==> src/rtl/io_port_ctrl_if.sv <==
// CPU-side register bus of the I/O port controller: strobes, select, write and read data.
interface io_port_ctrl_if;
  logic        pRead;
  logic        pWrite;
  logic [1:0]  addr;
  logic [11:0] pWriteData;
  logic [31:0] pReadData;

  modport master (
    output pRead,
    output pWrite,
    output addr,
    output pWriteData,
    input  pReadData
  );

  modport slave (
    input  pRead,
    input  pWrite,
    input  addr,
    input  pWriteData,
    output pReadData
  );
endinterface

==> src/rtl/io_port_ctrl.sv <==
// Memory-mapped I/O port: debounced buttons, switch latch, LED register and ready flags.
// Optional sticky overrun flags in STATUS[3:2] when IO_OVERRUN_DETECT_EN is defined.
module io_port_ctrl #(
  parameter int unsigned DEBOUNCE_CYCLES = 100000,
  parameter int unsigned CNT_W           = $clog2(DEBOUNCE_CYCLES + 1)
) (
  input  logic           clk,
  input  logic           reset,
  io_port_ctrl_if.slave  bus,
  input  logic           btnL,
  input  logic           btnR,
  input  logic [15:0]    switch,
  output logic [11:0]    led
);

  // Button index 0 is btnL, index 1 is btnR.
  logic [1:0]            sync1_q, sync2_q;
  logic [1:0]            deb_q, deb_d, deb_prev_q;
  logic [1:0][CNT_W-1:0] cnt_q, cnt_d;
  logic [1:0]            pulse;

  logic [11:0] led_q, led_d;
  logic [15:0] sw_reg_q, sw_reg_d;
  logic        sw_ready_q, sw_ready_d;
  logic        led_ready_q, led_ready_d;
  logic        sw_rd, led_wr;

  always_comb begin
    for (int i = 0; i < 2; i++) begin
      deb_d[i] = deb_q[i];
      cnt_d[i] = '0;
      if (sync2_q[i] != deb_q[i]) begin
        if (cnt_q[i] == CNT_W'(DEBOUNCE_CYCLES - 1)) begin
          deb_d[i] = ~deb_q[i];
        end else begin
          cnt_d[i] = cnt_q[i] + CNT_W'(1);
        end
      end
    end
  end

  // deb_prev_q resets to the same value as deb_q, so reset release never looks like an edge.
  assign pulse = deb_q & ~deb_prev_q;

  // A simultaneous write to the same address suppresses the read side effect.
  assign sw_rd  = bus.pRead && !bus.pWrite && (bus.addr == 2'b01);
  assign led_wr = bus.pWrite && (bus.addr == 2'b10);

  always_comb begin
    led_d       = led_q;
    sw_reg_d    = sw_reg_q;
    sw_ready_d  = sw_ready_q;
    led_ready_d = led_ready_q;
    if (led_wr) begin
      led_d       = bus.pWriteData;
      led_ready_d = 1'b0;
    end
    if (sw_rd) sw_ready_d = 1'b0;
    // Set after clear so a same-cycle event is never lost.
    if (pulse[1]) begin
      sw_reg_d   = switch;
      sw_ready_d = 1'b1;
    end
    if (pulse[0]) led_ready_d = 1'b1;
  end

  always_ff @(posedge clk or negedge reset) begin
    if (!reset) begin
      sync1_q     <= '0;
      sync2_q     <= '0;
      deb_q       <= '0;
      deb_prev_q  <= '0;
      cnt_q       <= '0;
      led_q       <= '0;
      sw_reg_q    <= '0;
      sw_ready_q  <= 1'b0;
      led_ready_q <= 1'b0;
    end else begin
      sync1_q     <= {btnR, btnL};
      sync2_q     <= sync1_q;
      deb_q       <= deb_d;
      deb_prev_q  <= deb_q;
      cnt_q       <= cnt_d;
      led_q       <= led_d;
      sw_reg_q    <= sw_reg_d;
      sw_ready_q  <= sw_ready_d;
      led_ready_q <= led_ready_d;
    end
  end

  assign led = led_q;

  logic [1:0] ovr;

`ifdef IO_OVERRUN_DETECT_EN
  logic [1:0] ovr_q, ovr_d;
  logic       st_wr;

  assign st_wr = bus.pWrite && (bus.addr == 2'b00);

  always_comb begin
    ovr_d = ovr_q;
    if (st_wr && bus.pWriteData[2]) ovr_d[0] = 1'b0;
    if (st_wr && bus.pWriteData[3]) ovr_d[1] = 1'b0;
    if (pulse[1] && sw_ready_q)     ovr_d[0] = 1'b1;
    if (pulse[0] && led_ready_q)    ovr_d[1] = 1'b1;
  end

  always_ff @(posedge clk or negedge reset) begin
    if (!reset) ovr_q <= '0;
    else        ovr_q <= ovr_d;
  end

  assign ovr = ovr_q;
`else
  assign ovr = 2'b00;
`endif

  always_comb begin
    bus.pReadData = '0;
    if (bus.pRead) begin
      case (bus.addr)
        2'b00:   bus.pReadData = {28'b0, ovr, led_ready_q, sw_ready_q};
        2'b01:   bus.pReadData = {16'b0, sw_reg_q};
        2'b10:   bus.pReadData = {20'b0, led_q};
        default: bus.pReadData = '0;
      endcase
    end
  end

endmodule

==> src/flat_wrapper.sv <==
// flat-port wrapper written by rule: the top's interface ports become plain ports
module io_port_ctrl_flat 
#(
  parameter int unsigned DEBOUNCE_CYCLES = 100000,
  parameter int unsigned CNT_W           = $clog2(DEBOUNCE_CYCLES + 1)
)
  (clk, reset, btnL, btnR, switch, led, bus_pRead, bus_pWrite, bus_addr, bus_pWriteData, bus_pReadData);
  io_port_ctrl_if bus_i ();
  input  logic clk;
  input  logic reset;
  input  logic btnL;
  input  logic btnR;
  input  logic [15:0] switch;
  output logic [11:0] led;
  input wire logic [$bits(bus_i.pRead)-1:0] bus_pRead;
  input wire logic [$bits(bus_i.pWrite)-1:0] bus_pWrite;
  input wire logic [$bits(bus_i.addr)-1:0] bus_addr;
  input wire logic [$bits(bus_i.pWriteData)-1:0] bus_pWriteData;
  output wire logic [$bits(bus_i.pReadData)-1:0] bus_pReadData;
  assign bus_i.pRead = bus_pRead;
  assign bus_i.pWrite = bus_pWrite;
  assign bus_i.addr = bus_addr;
  assign bus_i.pWriteData = bus_pWriteData;
  assign bus_pReadData = bus_i.pReadData;
  io_port_ctrl #(.DEBOUNCE_CYCLES(DEBOUNCE_CYCLES), .CNT_W(CNT_W)) u_core (.clk(clk), .reset(reset), .bus(bus_i), .btnL(btnL), .btnR(btnR), .switch(switch), .led(led));
endmodule
==> config.mk <==
export PLATFORM = sky130hd
export DESIGN_NAME = io_port_ctrl_flat
export DESIGN_NICKNAME = d
export VERILOG_FILES = /design/src/rtl/io_port_ctrl_if.sv /design/src/rtl/io_port_ctrl.sv /design/src/flat_wrapper.sv
export SDC_FILE = /design/constraint.sdc
export NUM_CORES = 1
export LEC_CHECK = 0
export ABC_AREA = 1
export CAP_MARGIN = 40
export CORE_MARGIN = 2
export CORE_UTILIZATION = 57
export CTS_BUF_LIST = sky130_fd_sc_hd__clkbuf_4
export DETAILED_ROUTE_END_ITERATION = 8
export PLACE_DENSITY = 0.88
export REMOVE_ABC_BUFFERS = 1
export SLEW_MARGIN = 15
export SYNTH_ARGS = -nofsm -noshare
export SYNTH_HDL_FRONTEND = slang
export SYNTH_SLANG_ARGS = --single-unit
==> constraint.sdc <==
create_clock -name clk -period 2.8 [get_ports clk]
set_clock_uncertainty 0.05 [all_clocks]
set_input_delay 0.56 -clock clk [delete_from_list [all_inputs] [get_ports clk]]
set_output_delay 0.56 -clock clk [all_outputs]
set_load 0.01 [all_outputs]
Word level (Yosys, flattened, before mapping)
Cells that the tools add are included.
{"block": "op_classes", "add_sub_neg": 2, "eq_ne": 6, "muxes": 10, "bitwise_logic": 4, "n_reduce_logical": 9}
{"op": "$mux 17", "count": 4}
{"op": "$pmux 16 s3", "count": 1}
{"op": "$add 17x1->17 const B", "count": 2}
{"op": "$eq 17x17->1 const B", "count": 2}
{"op": "$mux 32", "count": 1}
{"op": "$mux 1", "count": 4}
{"op": "$reduce_and 2->1", "count": 2}
{"op": "$reduce_bool 2->1", "count": 2}
{"op": "$logic_and 1x1->1", "count": 3}
{"op": "$and 2x2->2", "count": 1}
{"op": "$eq 2x1->1 const B", "count": 1}
{"op": "$eq 2x2->1 const B", "count": 1}
{"op": "$logic_not 2->1", "count": 1}
{"op": "$ne 1x1->1", "count": 2}
{"op": "$not 1->1", "count": 2}
{"op": "$not 2->2", "count": 1}
{"op": "$logic_not 1->1", "count": 1}
{"block": "word_totals", "register_bits": 72, "out_inout_bits": 44}

Depth between registers and ports, before layout
Gate-level depths: netlist of run 1.
{"block": "depth", "depth_word": 5, "mapped_depth": 9, "ltp_nobuf": 8}

Worst setup path before layout of run 1
Ideal clock, no wire load.
{"block": "synth_path", "path_type": "input -> output", "start": "in bus_addr[0]", "end": "out bus_pReadData[10]", "arrival_ns": 1.204, "t_required_ns": 2.190, "setup_slack_ns": 0.986, "stages": 5, "path_cell_list": "inv_1 > nor2_2 > buf_2 > nand2_1 > a21oi_1"}
{"block": "synth_via", "elab_chain_len": 3}
{"element": "start, declared", "line_no": "flat_wrapper.sv:17", "source": "input wire logic [$bits(bus_i.addr)-1:0] bus_addr;"}
{"element": "$eq 2x2->1 (tied with other cells)", "line_no": "io_port_ctrl.sv:122", "source": "case (bus.addr)"}
{"element": "$pmux 16 s3 *", "line_no": "io_port_ctrl.sv:122"}
{"element": "$mux 32 *", "line_no": "io_port_ctrl.sv:121", "source": "if (bus.pRead) begin"}
{"element": "end, declared", "line_no": "flat_wrapper.sv:19", "source": "output wire logic [$bits(bus_i.pReadData)-1:0] bus_pReadData;"}
Mark *: on every way between the ends. The rest lies on a longest branch, timed or not.

Final worst setup path of run 1
{"block": "layout_path", "start": "in bus_addr[0]", "end": "out bus_pReadData[15]"}
Same word-level chain as after synthesis.

==> flow_metrics.tcl, run 1 <==
set metrics [dict create \
    start_kind "primary input" \
    nNetsFinal 580 \
    start_util_pct 59.07 \
    post-route-cell-area_sq_um 4672 \
    ys.flop_type "dfrtp_1" \
    clock_sinks 72 \
    drc 0 \
    multi_input_area_sq_um 1655 \
    finalSetupViolCount 0 \
    antennaDiodeCount 0 \
    irDropWorstVdd_uv 414.7 \
    power.leakage_uw 0.002320 \
    hold_viol 0 \
    syn_to_final_growth_pct 24.55 \
    cts_buffer_depth 2 \
    dieArea_sq_um 7245 \
    cp.arrival_ps 2090 \
    yosysWarnings 0 \
    ant_nets 0 \
    synth-seq-cells 72 \
    hold_path.class "reg2reg" \
    crit_type "in2out" \
    relSlewSlack_pct 46.49 \
    dpl.hpwl_um 6116 \
    yosysMostFrequentCell "nand2_1" \
    cts_tree "done" \
    min_period_over_period_pct 96.55 \
    fp.dieW_um 85.12 \
    critPathMaxFanout 5 \
    ys_seq_area_share_pct 48.03 \
    place_area_sq_um 4469 \
    drv_cap 0 \
    power_density_nw_per_um2 457.6 \
    crit_path_end_kind "output pin" \
    rows 29 \
    wl_um 8387 \
    tightest_slew_ps 800.6 \
    seqCellArea_sq_um 1802 \
    grt_usage_pct 24.32 \
    use_met3_pct 4.864 \
    cts_buffers 9 \
    finalCriticalPeriod_ps 2703 \
    io_pins 80 \
    dr.pass1.iters 4 \
    drtIter0Drc 169 \
    grt_pass1_vias 3054 \
    grt.busiest_layer "met2" \
    syn-instance-count 465 \
    clk_latency_ps 410 \
    grt_pass1_wl_um 13970 \
    die_h_um 85.12 \
    use_met2_pct 39.84 \
    root_buffer "clkbuf_4" \
    grt_max_degree 38 \
    syn-cell-area_sq_um 3751 \
    max_clock_freq_mhz 369.9 \
    synth_top_area_share_pct 48.03 \
    antenna_found_initial 0 \
    io_buffers 63 \
    post_drt_wl_per_cell_um 13.44 \
    synth_cell_type_count 27 \
    fp.coreArea_sq_um 6350 \
    ys_top_cells_by_area "dfrtp_1 (48%), nand2_1 (14%), nor2_1 (5.9%), inv_1 (4.2%), nor2_2 (4.0%)" \
    via_per_inst 5.064 \
    stdcell_count 624 \
    gp_congestion 0.9177 \
    path_clk_slew_ps 110 \
    h-tree-depth 3 \
    avgSynthCellArea_sq_um 8.067 \
    yosys-top-cells-count "nand2_1 (136), dfrtp_1 (72), nor2_1 (59)" \
    nFillCells 445 \
    crit_required_ps 2190 \
    slew_violations 0 \
    overflow 0 \
    synthArstFlopShare_pct 100.0 \
    vias 3160 \
    gr-usage-met1_pct 32.10 \
    synth_edf_count 0 \
    status "finished, final reports clean" \
    place_inst 607 \
    yosysTopAreaCell "dfrtp_1" \
    drive_gt1_share_pct 15.36 \
]
==> cell usage in the layout, fill, tap and decap left out, drive strengths merged <==
master	count
nand2	148
nor2	85
dfrtp	72
clkdlybuf4s50	49
inv	49
a21oi	21
nand3	18
conb	16
mux2	12
dlymetal6s2s	12
buf	11
clkbuf	9
xor2	9
o21ai	8
nor3	6
clkinv	6
nand4	5
nand3b	2
xnor2	2
ha	2
bufinv	2
o21bai	1
dlygate4sd3	1
dlygate4sd2	1
==> report_power, final <==
group	switching (uW)	leakage (uW)	internal (uW)
registers	40.0	0.000937	1090
logic	141	0.00130	156
clock network	358	0.0000847	355
==> flip-flops by register name, summed over array words and instances, names as in the netlist <==
signal,count
u_core.led_ready_q,1
u_core.deb_q,2
u_core.sw_ready_q,1
u_core.led,12
u_core.sync1_q,2
u_core.sync2_q,2
u_core.deb_prev_q,2
u_core.sw_reg_q,16
u_core.cnt_q,34
==> cells by family after synthesis <==
kind of cell / synth area share, %
buf+inv: 9.606
mux: 3.602
xor+xnor: 2.969
compound gates: 4.069
flops: 48.03
simple gates: 30.95
other cells: 0.09997
fa+ha+maj: 0.6670
==> area by class of cell <==
type	instances	area share, %
sequential	72	38.56
inverter	50	4.017
tap	77	2.062
clock inverter	7	1.848
clock buffer	9	1.446
multi-input combinational	335	35.43
timing repair buffer	74	16.63
==> path summary, 6_finish.rpt <==
path                       cells past startpoint  slack (ps)                             end                         from
setup / recovery                               6         100               bus_pReadData[15]                  bus_addr[0]
hold / removal                                 0         310     u_core.sync2_q[0]$_DFF_PN0_  u_core.sync1_q[0]$_DFF_PN0_
setup reg to reg                               2        1140  u_core.sw_reg_q[0]$_DFFE_PN0P_  u_core.deb_q[1]$_DFFE_PN0P_
hold reg to reg                                0         310     u_core.sync2_q[0]$_DFF_PN0_  u_core.sync1_q[0]$_DFF_PN0_
max in group asynchronous                      3        1530      u_core.cnt_q[29]$_DFF_PN0_                        reset
min in group asynchronous                      2         550  u_core.sw_reg_q[4]$_DFFE_PN0P_                        reset
==> critical path: stages <==
cell	delay, ps
clkdlybuf4s50_1	500
inv_1	90
nor2_4	140
nand2_1	140
nor2_1	120
clkdlybuf4s50_1	540
==> repair_timing <==
action | in CTS | in global routing
hold buffers | 1 | 0
resized for setup | 3 | 12
setup buffers | 0 | 0
setup endpoints to repair | 12 | 12
endpoints found under the hold margin | 3 | 0
==> stage by stage <==
stage               utilization [%]  setup TNS, ps  setup WS [ps]  power [uW]  hold WS, ps
CTS                           73.10              0          4.476        2156        310.7
global placement              70.38              0          21.41        1435        283.4
finish                        73.58              0          96.57        2138        309.7
detailed placement            70.38         -200.3         -45.93        1444        285.5
global route                  73.58         -4.647         -4.647        2239        314.1
floorplan                         -              0          943.6        1250        214.4
==> layer usage <==
metal / part of all wire, % / wire (um)
met1: 44 / 3661
met2: 47 / 3934
met3: 7.6 / 639
met4: 1.8 / 151
met5: 0 / 0
No activity file was read; power rests on OpenSTA's default activity.
==> run 2: changes to the inputs <==
- SETUP_SLACK_MARGIN: not set -> 0.5
==> run 2 against run 1 <==
  * Register-to-register slack is essentially flat
  * Combinational power is essentially flat
  * Die area stayed put
  * Clock power about the same
  * Utilization shrank 0.63 points
  * Cell area shrank 0.86%
==> flow_metrics.tcl, run 2 (synthesis gave the netlist of run 1 again) <==
set metrics [dict create \
    critPathMaxFanout 6 \
    path_clk_slew_ps 110 \
    finalSetupViolCount 0 \
    gp_congestion 0.9177 \
    io_buffers 63 \
    hold_path.class "reg2reg" \
    clk_latency_ps 420 \
    rows 29 \
    power.leakage_uw 0.002174 \
    clock_sinks 72 \
    start_util_pct 59.07 \
    status "finished, final reports clean" \
    crit_type "in2out" \
    grt_pass1_vias 3119 \
    max_flop_register "u_core.cnt_q" \
    wl_met1_um 3751 \
    via_per_inst 5.042 \
    nFillCells 456 \
    drv_cap 0 \
    hold_viol 0 \
    drive_gt1_share_pct 18.76 \
    post_drt_wl_per_cell_um 13.46 \
    cts_buffers 9 \
    grt_max_degree 38 \
    start_kind "primary input" \
    drc 0 \
    min_period_over_period_pct 82.24 \
    finalCriticalPeriod_ps 2303 \
    cpMostUsedCell "nand2_1" \
    nNetsFinal 582 \
    dr_wl_met3_um 544 \
    cts_buffer_depth 2 \
    final_cell_mix "nand2_1 (135), dfrtp_1 (72), nor2_1 (59)" \
    place_ws_ps -45.93 \
    cts_tree "done" \
    grt_pass1_wl_um 14370 \
    r2r-start "u_core.deb_q[1]$_DFFE_PN0P_" \
    h-tree-depth 3 \
    cpPeakStageDelay_ps 270 \
    wl_met2_um 3999 \
    stdcell_count 626 \
    vias 3156 \
    antenna_found_initial 0 \
    max_clock_freq_mhz 434.3 \
    power_density_nw_per_um2 462.5 \
    dr.pass1.iters 4 \
    crit_path_end_kind "output pin" \
    tightest_slew_ps 790.7 \
    drtIter0Drc 142 \
    syn_to_final_growth_pct 23.48 \
    dpl.hpwl_um 6116 \
    fp.coreArea_sq_um 6350 \
    slew_violations 0 \
    place_inst 607 \
    die_h_um 85.12 \
    power_uw 2142 \
    cp.arrival_ps 1690 \
    rsz0062_at_grt "yes" \
    min-delay-start "u_core.sync1_q[0]$_DFF_PN0_" \
    final_util_pct 72.95 \
    dieArea_sq_um 7245 \
    path_cells "dlygate4sd2_1 > buf_4 > nor2_4 > bufbuf_16 > nand2_1 > nand3_1 > nand2_1 > inv_1 > buf_2" \
    mostFrequentLayoutCell "nand2_1" \
    fp.dieW_um 85.12 \
    worst_slack_ps 497.4 \
    top_layer "met4" \
    wl_um 8428 \
    relSlewSlack_pct 47.16 \
    largest_register_ffs 34 \
    overflow 0 \
    crit_start "bus_addr[0]" \
    slowest_stage "bufbuf_16" \
    grt_usage_pct 25.05 \
    ant_nets 0 \
    crit_required_ps 2190 \
    io_pins 80 \
    antennaDiodeCount 0 \
    root_buffer "clkbuf_4" \
    irDropWorstVdd_uv 414.8 \
]
## run 2: final timing paths
| kind | slack [ps] | cells after the start | endpoint |
|---|---|---|---|
| worst max-delay path | 500 | 9 | bus_pReadData[0] |
| worst min-delay path | 310 | 0 | u_core.sync2_q[0]$_DFF_PN0_ |
| worst max register to register | 1150 | 2 | u_core.sw_reg_q[0]$_DFFE_PN0P_ |
| worst min register to register | 310 | 0 | u_core.sync2_q[0]$_DFF_PN0_ |
| max in group asynchronous | 1510 | 3 | u_core.cnt_q[29]$_DFF_PN0_ |
| min in group asynchronous | 570 | 2 | u_core.sw_reg_q[4]$_DFFE_PN0P_ |
## run 2: area by class of cell
type / instances / area (sq um) / share of cell area (%)
clock buffers: 9 / 67.56 / 1.459
clock inverters: 7 / 86.33 / 1.864
inverters: 50 / 187.7 / 4.052
multi-input cells: 335 / 1669 / 36.03
flip-flops and latches: 72 / 1802 / 38.90
well taps: 77 / 96.34 / 2.080
repair buffers: 76 / 723.2 / 15.61
## run 2: through the flow
stage	hold slack, ps	area, sq um	setup TNS, ps
4_1_cts	310.7	4654	0
5_1_grt	314.1	4632	0
3_3_place_gp	283.4	4469	0
2_1_floorplan	214.4	3635	0
3_5_place_dp	285.5	4469	-200.3
6_report	309.8	4632	0
## run 2: metal layers
metal,vias to the layer above,global-route usage [%]
met4,0,10.25
met1,1461,32.42
met2,112,41.12
met3,14,5.447
met5,-,0
li1,1569,-
## run 2: report_power, final
part	switching, uW	internal [uW]
clock	359	355
combinational	143	155
sequential	40.5	1090
## run 2: worst max-delay path, delay by kind of cell
family / cells / cell delay (ps)
simple gates: 4 / 300
buf+inv: 5 / 840
## run 2: repair_timing
| item | 4_1_cts | 5_1_grt |
|---|---|---|
| setup endpoints to repair | 16 | 11 |
| hold endpoints to repair | 3 | 0 |
| gates cloned | 1 | 0 |
| pin swaps | 1 | 1 |
| gates resized for setup | 50 | 13 |
| hold buffers | 1 | 0 |
| setup buffers | 1 | 0 |
==> run 3: changes to the inputs <==
- CORE_UTILIZATION: 57 -> 48
- PLACE_DENSITY: 0.88 -> 0.79
- clock period: 2.8 -> 1.9 ns (I/O delays scaled with it)
==> run 3 against run 2 <==
  * Utilization down 2.2 points
  * Routed wire length up 28%
  * Total power up 66%
  * Sequential power up 49%
  * Cell area up 17%
  * Final cell count up 11%
==> flow_metrics.tcl, run 3 (synthesis gave the netlist of run 1 again) <==
set metrics [dict create \
    cpPeakStageDelay_ps 450 \
    dieArea_sq_um 8538 \
    place_area_sq_um 4503 \
    antenna_found_initial 0 \
    ant_nets 0 \
    p_comb_share_pct 21.2 \
    cpMostUsedCell "nand3_1" \
    cts_buffer_depth 2 \
    timing.hold.ws_ps 315.7 \
    worstHoldPathCells 0 \
    path_clk_slew_ps 140 \
    mostFrequentLayoutCell "nand2_1" \
    finalSetupViolCount 0 \
    clock_sinks 72 \
    slew_violations 0 \
    irDropWorstVdd_uv 463.7 \
    hold_path.class "reg2reg" \
    seqCellArea_sq_um 1805 \
    critPathMaxFanout 2 \
    ff2ff_path_depth 8 \
    die_h_um 92.40 \
    rows 32 \
    crit_type "reg2out" \
    cp.arrival_ps 1340 \
    power_density_nw_per_um2 655.7 \
    fp.coreArea_sq_um 7647 \
    p_clk_share_pct 31.5 \
    max_clock_freq_mhz 564.2 \
    internal_power_uw 2591 \
    crit_path_end_kind "output pin" \
    cp_top_family "flip-flops" \
    h-tree-depth 3 \
    antennaDiodeCount 0 \
    final_util_pct 70.71 \
    fp.dieW_um 92.40 \
    finalCriticalPeriod_ps 1772 \
    io_buffers 63 \
    pwr-share-seq_pct 47.3 \
    drive_gt1_share_pct 36.53 \
    power.leakage_uw 0.002598 \
    grt_pass1_wl_um 15370 \
    post-route-cell-area_sq_um 5408 \
    status "finished, final reports clean" \
    post_drt_wl_per_cell_um 15.53 \
    largest_register_ffs 34 \
    start_util_pct 49.05 \
    max_flop_register "u_core.cnt_q" \
    min-delay-start "u_core.sync1_q[0]$_DFF_PN0_" \
    syn_to_final_growth_pct 44.16 \
    cts_tree "done" \
    p_switching_uw 954.6 \
    place_inst 634 \
    slowest_stage "dfrtp_1" \
    drv_cap 0 \
    rsz0062_at_grt "yes" \
    cts_buffers 9 \
    cp_num_buf_inv 2 \
    dr.pass1.iters 5 \
    r2r-start "u_core.cnt_q[1]$_DFF_PN0_" \
    grt_pass1_vias 3243 \
    io_pins 80 \
    crit_required_ps 1470 \
    via_per_inst 5.027 \
    wl_um 10810 \
    start_kind "register" \
    multi_input_area_sq_um 1994 \
    min_period_over_period_pct 93.29 \
    root_buffer "clkbuf_4" \
    r2r_end "u_core.cnt_q[3]$_DFF_PN0_" \
    final_cell_mix "nand2_1 (117), dfrtp_1 (69), nor2_1 (45)" \
    drc 0 \
    grt_usage_pct 22.86 \
    overflow 0 \
    grt_max_degree 73 \
    stdcell_count 696 \
    clk_latency_ps 440 \
    hold_viol 0 \
    holdPathEnd "u_core.sync2_q[0]$_DFF_PN0_" \
    p_sw_share_pct 26.92 \
    drtIter0Drc 225 \
    dpl.hpwl_um 6116 \
    path_cells "nand3_1 > nand3_1 > nand2_1 > inv_1 > buf_2" \
    vias 3499 \
    power_uw 3546 \
    gp_congestion 0.8847 \
    nFillCells 518 \
    rrSetupSlack_ps 520 \
    nNetsFinal 627 \
]
## run 3: cell count changes in the layout (fill, tap and decap cells not counted), moves of 6 or more
cell	before	now
nand2_2	10	16
buf_6	1	35
buf_4	7	27
nor2_2	22	29
a21oi_1	18	10
a21oi_2	3	11
nand2_1	135	117
nor2_1	59	45
clkdlybuf4s50_1	44	31
nor2_4	4	11
buf_2	11	18
nand2_4	3	13
## run 3: metrics by stage
stage | TNS, ps | worst slack, ps
detailed placement | -8518 | -561.3
global placement | -7591 | -496.1
floorplan | 0 | 403.6
CTS | 0 | 237.7
finish | 0 | 127.5
global route | 0 | 101.5
## run 3: metal layers
layer  wire [um]  GRT usage, %  vias to the layer above
met2        5460         37.17                      145
met4         388         9.328                        0
met1        4341         30.35                     1667
li1            -             -                     1653
met5           0             0                        -
met3         622         4.068                       34
## run 3: worst register-to-register path, stage by stage, from the launching register on
cell and delay, ps:
dfrtp_1 440, ha_4 190, nand2_4 70, inv_4 80
nand2_4 60, nor2_4 130, nand2_4 100, nand2_4 120
nor2_1 50
## run 3: area by class of cell
| class | instances | area share [%] |
|---|---|---|
| inverters | 50 | 3.563 |
| well taps | 102 | 2.360 |
| multi-input cells | 337 | 36.88 |
| repair buffers | 119 | 20.78 |
| clock buffers | 11 | 1.527 |
| flip-flops and latches | 72 | 33.39 |
| clock inverters | 5 | 1.504 |
## run 3: power groups by stage
stage / Sequential [uW] / Clock, uW / Combinational, uW
2_1_floorplan: 1700 / 0 / 142
3_3_place_gp: 1690 / 0 / 425
3_5_place_dp: 1700 / 0 / 436
4_1_cts: 1660 / 1120 / 588
5_1_grt: 1680 / 1200 / 800
6_report: 1680 / 1120 / 753
## run 3: how the worst max path moves through the flow
stage	start	endpoint	slack, ps	depth (start not counted)
6_report	u_core.led_ready_q$_DFFE_PN0P_	bus_pReadData[1]	130	5
5_1_grt	u_core.led_ready_q$_DFFE_PN0P_	bus_pReadData[1]	100	5
4_1_cts	u_core.led[9]$_DFFE_PN0P_	bus_pReadData[9]	240	4
3_5_place_dp	bus_addr[0]	bus_pReadData[11]	-560	7
3_3_place_gp	bus_addr[0]	bus_pReadData[12]	-500	7
2_1_floorplan	bus_addr[0]	bus_pReadData[12]	400	4
## run 3: what timing repair did
action | 4_1_cts | 5_1_grt
gates cloned | 3 | 0
endpoints found under the setup margin | 68 | 61
endpoints found under the hold margin | 72 | 0
pin swaps | 11 | 28
buffers inserted | 24 | 18
gates resized for setup | 164 | 85
hold buffers | 1 | 0
